**config.mk**
```make
export PLATFORM = sky130hd
export DESIGN_NAME = fip_32_sqrt
export DESIGN_NICKNAME = d
export VERILOG_FILES = /design/src/rtl/fip_32_sqrt.sv
export SDC_FILE = /design/constraint.sdc
export NUM_CORES = 1
export LEC_CHECK = 0
export CAP_MARGIN = 20
export CORE_AREA = 2 2 94 187
export CTS_CLUSTER_DIAMETER = 40
export DETAILED_ROUTE_END_ITERATION = 8
export DIE_AREA = 0 0 96 189
export HOLD_SLACK_MARGIN = 0.03
export SLEW_MARGIN = 20
export SYNTH_ARGS = -nofsm -noshare
export SYNTH_HDL_FRONTEND = slang
export SYNTH_SLANG_ARGS = --single-unit
```
**constraint.sdc**
```tcl
create_clock -name i_clk -period 2.8 [get_ports i_clk]
set_input_delay 0.56 -clock i_clk [delete_from_list [all_inputs] [get_ports i_clk]]
set_output_delay 0.56 -clock i_clk [all_outputs]
set_load 0.005 [all_outputs]
```
**src/rtl/fip_32_sqrt.sv**
```systemverilog
// Sequential fixed-point square root: digit-by-digit restoring algorithm,
// one root bit per enabled cycle, valid/ready handshakes on both sides.
module fip_32_sqrt #(
   parameter int FRA_BITS = 16
) (
   input  logic               i_clk,
   input  logic               i_rst,
   input  logic               i_en,
   input  logic               i_valid,
   output logic               o_ready,
   input  logic signed [31:0] i_radicand,
   output logic               o_valid,
   input  logic               i_ready,
   output logic signed [31:0] o_root,
   output logic               o_err
);

   localparam int OPW  = 32 + FRA_BITS;
   localparam int N    = OPW / 2;
   localparam int CW   = $clog2(N + 1);
   localparam logic [CW-1:0] LAST = CW'(N - 1);

   localparam logic [1:0] IDLE = 2'd0;
   localparam logic [1:0] CALC = 2'd1;
   localparam logic [1:0] DONE = 2'd2;

   if ((FRA_BITS % 2) != 0 || FRA_BITS < 0 || FRA_BITS > 32) begin : g_bad_fra_bits
      $error("fip_32_sqrt: FRA_BITS must be even and within 0..32");
   end

   logic [1:0]     state;
   logic [OPW-1:0] op;
   logic [N+1:0]   rem;
   logic [N-1:0]   root;
   logic [CW-1:0]  cnt;
   logic           err;

   logic [N+1:0]   rem_shift;
   logic [N+1:0]   trial;
   logic           rem_ge;
   logic [N+1:0]   rem_next;
   logic [N-1:0]   root_next;

   // One restoring step: bring down the next two operand bits and try to
   // subtract (4*root + 1); the comparison result is the next root bit.
   // NOTE: every always_comb output gets a value on every path so no latch is inferred.
   always_comb begin
      rem_shift = {rem[N-1:0], op[OPW-1 -: 2]};
      trial     = {root, 2'b01};
      rem_ge    = (rem_shift >= trial);
      rem_next  = rem_ge ? (rem_shift - trial) : rem_shift;
      root_next = {root[N-2:0], rem_ge};
   end

   // A negative radicand still passes through CALC for one cycle (doing no
   // iteration) so its result appears one cycle after the accept edge.
   // NOTE: state registers use non-blocking assignments only, so every register sees pre-edge values.
   always_ff @(posedge i_clk) begin
      if (i_rst) begin
         state <= IDLE;
         op    <= '0;
         rem   <= '0;
         root  <= '0;
         cnt   <= '0;
         err   <= 1'b0;
      end else if (i_en) begin
         case (state)
            IDLE: begin
               if (i_valid) begin
                  op    <= OPW'($unsigned(i_radicand)) << FRA_BITS;
                  rem   <= '0;
                  root  <= '0;
                  cnt   <= '0;
                  err   <= i_radicand[31];
                  state <= CALC;
               end
            end
            CALC: begin
               if (err) begin
                  state <= DONE;
               end else begin
                  op   <= op << 2;
                  rem  <= rem_next;
                  root <= root_next;
                  cnt  <= cnt + 1'b1;
                  if (cnt == LAST) begin
                     state <= DONE;
                  end
               end
            end
            DONE: begin
               if (i_ready) begin
                  state <= IDLE;
               end
            end
            default: state <= IDLE;
         endcase
      end
   end

   assign o_ready = (state == IDLE);
   assign o_valid = (state == DONE);
   assign o_root  = 32'(root);
   assign o_err   = err;

endmodule

```
==> impl_metrics.json <==
{
  "vdd_drop_max_uv": 437,
  "ff2ff_path_depth": 11,
  "cts_tree": "yes",
  "synth_area_per_cell_um2": 8.62,
  "wl_um": 12800,
  "dp_hpwl_um": 9370,
  "cts.clk_slew.worst_paths_ns": 0.07,
  "status": "finished, final reports clean",
  "filler_cell_count": 1692,
  "crit_path_end_kind": "register",
  "fin_setup_tns_ns": 0,
  "io_pins": 72,
  "final_cell_mix": "dfxtp_1, nor2_1, clkdlybuf4s50_1, mux2i_1, nand2_1",
  "diodes": 0,
  "finalNetCount": 697,
  "grt_use_total_pct": 15.0,
  "max_freq_ghz": 0.376,
  "grt_busiest_layer": "met2",
  "synth_cells": 575,
  "worstHoldEndpoint": "rem[23]$_SDFFE_PP0P_",
  "ys_ff_latch": 88,
  "grt_pass1_vias": 4355,
  "hold_viol_final": 0,
  "min-delay-start": "rem[23]$_SDFFE_PP0P_",
  "tightest_slew_ns": 0.981,
  "path_class": "register to register",
  "synth_flop_cell": "dfxtp_1",
  "syn_area_um2": 4950,
  "antenna_left": 0,
  "drc_errors": 0,
  "use_met1_pct": 15.1,
  "rr_startpoint": "root[0]$_SDFFE_PP0P_",
  "finalInstanceArea_um2": 6150,
  "wl_per_cell_um": 15.1,
  "use_met3_pct": 3.26,
  "finClkSkew_ns": 0.0101,
  "final_layout_size_suffix_gt1_share_pct": 8.78,
  "cts_sinks": 88,
  "area_delta_synth_final_pct": 24.0,
  "gp_congestion": 0.842,
  "grt-ovfl-total": 0,
  "hold_path.class": "register to register",
  "hold-worst-slack_ns": 0.470,
  "clockRootBuffer": "clkbuf_16",
  "start_util_pct": 29.7,
  "postSynth.asyncResetShare_pct": 0,
  "synth_edf_count": 0,
  "multi_input_area_um2": 2880,
  "placed_cell_area_um2": 5780,
  "use_met2_pct": 28.2,
  "grt_max_degree": 64,
  "synth-seq-area-share_pct": 35.6,
  "grt_pass1_wl_um": 21000,
  "cts_hold_buffers": 0,
  "vias": 4229,
  "die_x_um": 96,
  "drv_cap": 0,
  "numCtsBuffers": 9,
  "drtIter0Drc": 222,
  "row_count": 67,
  "rsz0062_at_grt": "true",
  "synth_cell_types": 58,
  "cp-start-kind": "register",
  "fin_crit_ns": 2.66,
  "regToRegSetupSlack_ns": 0.14,
  "io_buffers": 63,
  "htree_levels": 3,
  "critPathRequiredTime_ns": 3.04,
  "die_area_um2": 18100,
  "worstPathArrival_ns": 2.90,
  "finalSetupViolations": 0,
  "p_leak_nw": 2.55,
  "cts_buffer_depth": 2,
  "worstSkewPairLatency_ns": 0.35,
  "antenna_found_initial": 0,
  "drtPass1Iterations": 4,
  "viasPerCell": 5.00,
  "core_area_um2": 16700,
  "slew_violations": 0,
  "regArea_um2": 1760,
  "power_density_nw_per_um2": 757,
  "die_h_um": 189,
  "worst-path-max-fanout": 9,
  "post-route-period-util_pct": 95.0,
  "ys_warn_count": 0,
  "relSlewSlack_pct": 34.4,
  "final_common_cell": "dfxtp_1",
  "holdPathStages": 2,
  "timing.rr.end": "rem[7]$_SDFFE_PP0P_"
}
power by group:
part	leakage (nW)	internal, W	total (W)	switching [W]
clock	0.171	0.000883	0.00142	0.000540
combinational	1.66	0.000906	0.00187	0.000961
sequential	0.716	0.00132	0.00136	0.0000458
total	2.55	0.00311	0.00465	0.00155
how the worst max path moves through the flow:
stage	end	from	cells after the start
CTS	rem[7]$_SDFFE_PP0P_	root[5]$_SDFFE_PP0P_	11
floorplan	root[0]$_SDFFE_PP0P_	root[0]$_SDFFE_PP0P_	12
detailed placement	rem[16]$_SDFFE_PP0P_	root[5]$_SDFFE_PP0P_	11
global route	rem[15]$_SDFFE_PP0P_	root[4]$_SDFFE_PP0P_	11
finish	rem[7]$_SDFFE_PP0P_	root[0]$_SDFFE_PP0P_	11
global placement	rem[16]$_SDFFE_PP0P_	root[5]$_SDFFE_PP0P_	11
routing by layer:
metal / vias up / part of all wire, %
li1: 2129 / -
met1: 1979 / 36
met2: 101 / 58
met3: 20 / 3.0
met4: 0 / 2.6
met5: - / 0
what timing repair did:
action / 4_1_cts / 5_1_grt
resized for setup: 0 / 2
hold endpoints to repair: 0 / 0
buffers inserted: 0 / 1
setup endpoints to repair: 0 / 16
worst max-delay path, stage by stage (launching register included):
cell and delay (ns):
dfxtp_1 0.39, inv_1 0.09, ha_1 0.37, nor2b_1 0.24, o31a_4 0.18, o31ai_4 0.07
a211oi_2 0.29, nor2_2 0.09, a41oi_4 0.24, buf_4 0.27, mux2i_1 0.22, o21ai_0 0.09
per-stage QoR:
step	setup WS [ns]	power (W)	instances	utilization [%]
after global routing	-0.0285	0.00491	845	36.8
after floorplan	0.439	0.00290	582	-
after CTS	0.0670	0.00468	844	36.8
after detailed placement	0.0806	0.00323	828	34.7
final	0.140	0.00465	845	36.8
after global placement	0.163	0.00321	828	34.7
registers in the layout, indices dropped and copies added, names as in the netlist:
name   flops
o_err      1
rem       24
op        32
root      24
cnt        5
state      2
cells by family (layout without fill, tap and decap cells):
family	count (synthesis)	count (layout)	synth area share, %
other cells	1	8	0.0757
flops	88	88	35.6
mux	55	55	11.1
simple gates	162	162	14.8
xor+xnor	24	24	4.24
fa+ha+maj	27	27	6.82
compound gates	145	145	20.1
buf+inv	73	129	7.35
cells in the mapped netlist, types with 3 or more instances:
master    number  area (um^2)
nor3_1         5         25.0
o31ai_1        4         30.0
dfxtp_1       88         1760
a22oi_1       28          210
a21o_1         3         22.5
buf_4          8         60.1
buf_1          8         30.0
nand3_1        6         30.0
a31oi_1        4         25.0
mux2i_1       55          551
clkbuf_1      18         67.6
xor2_1         9         78.8
inv_1         32          120
nand4_1        5         31.3
and3_1         4         25.0
o21ai_0       15         75.1
a21oi_1       23          115
o21ai_1       17         85.1
nand2_1       43          161
o211ai_1       4         30.0
a211oi_1      31          233
ha_1          27          338
xnor2_1       15          131
nor2_1        75          282
final cells by class:
type	instances	area share (%)
clock buffers	9	3.66
flip-flops and latches	88	28.7
clock inverters	7	2.04
inverters	32	1.95
repair buffers	81	12.6
well taps	207	4.21
multi-input cells	421	46.9
No activity file was read; power rests on OpenSTA's default activity.
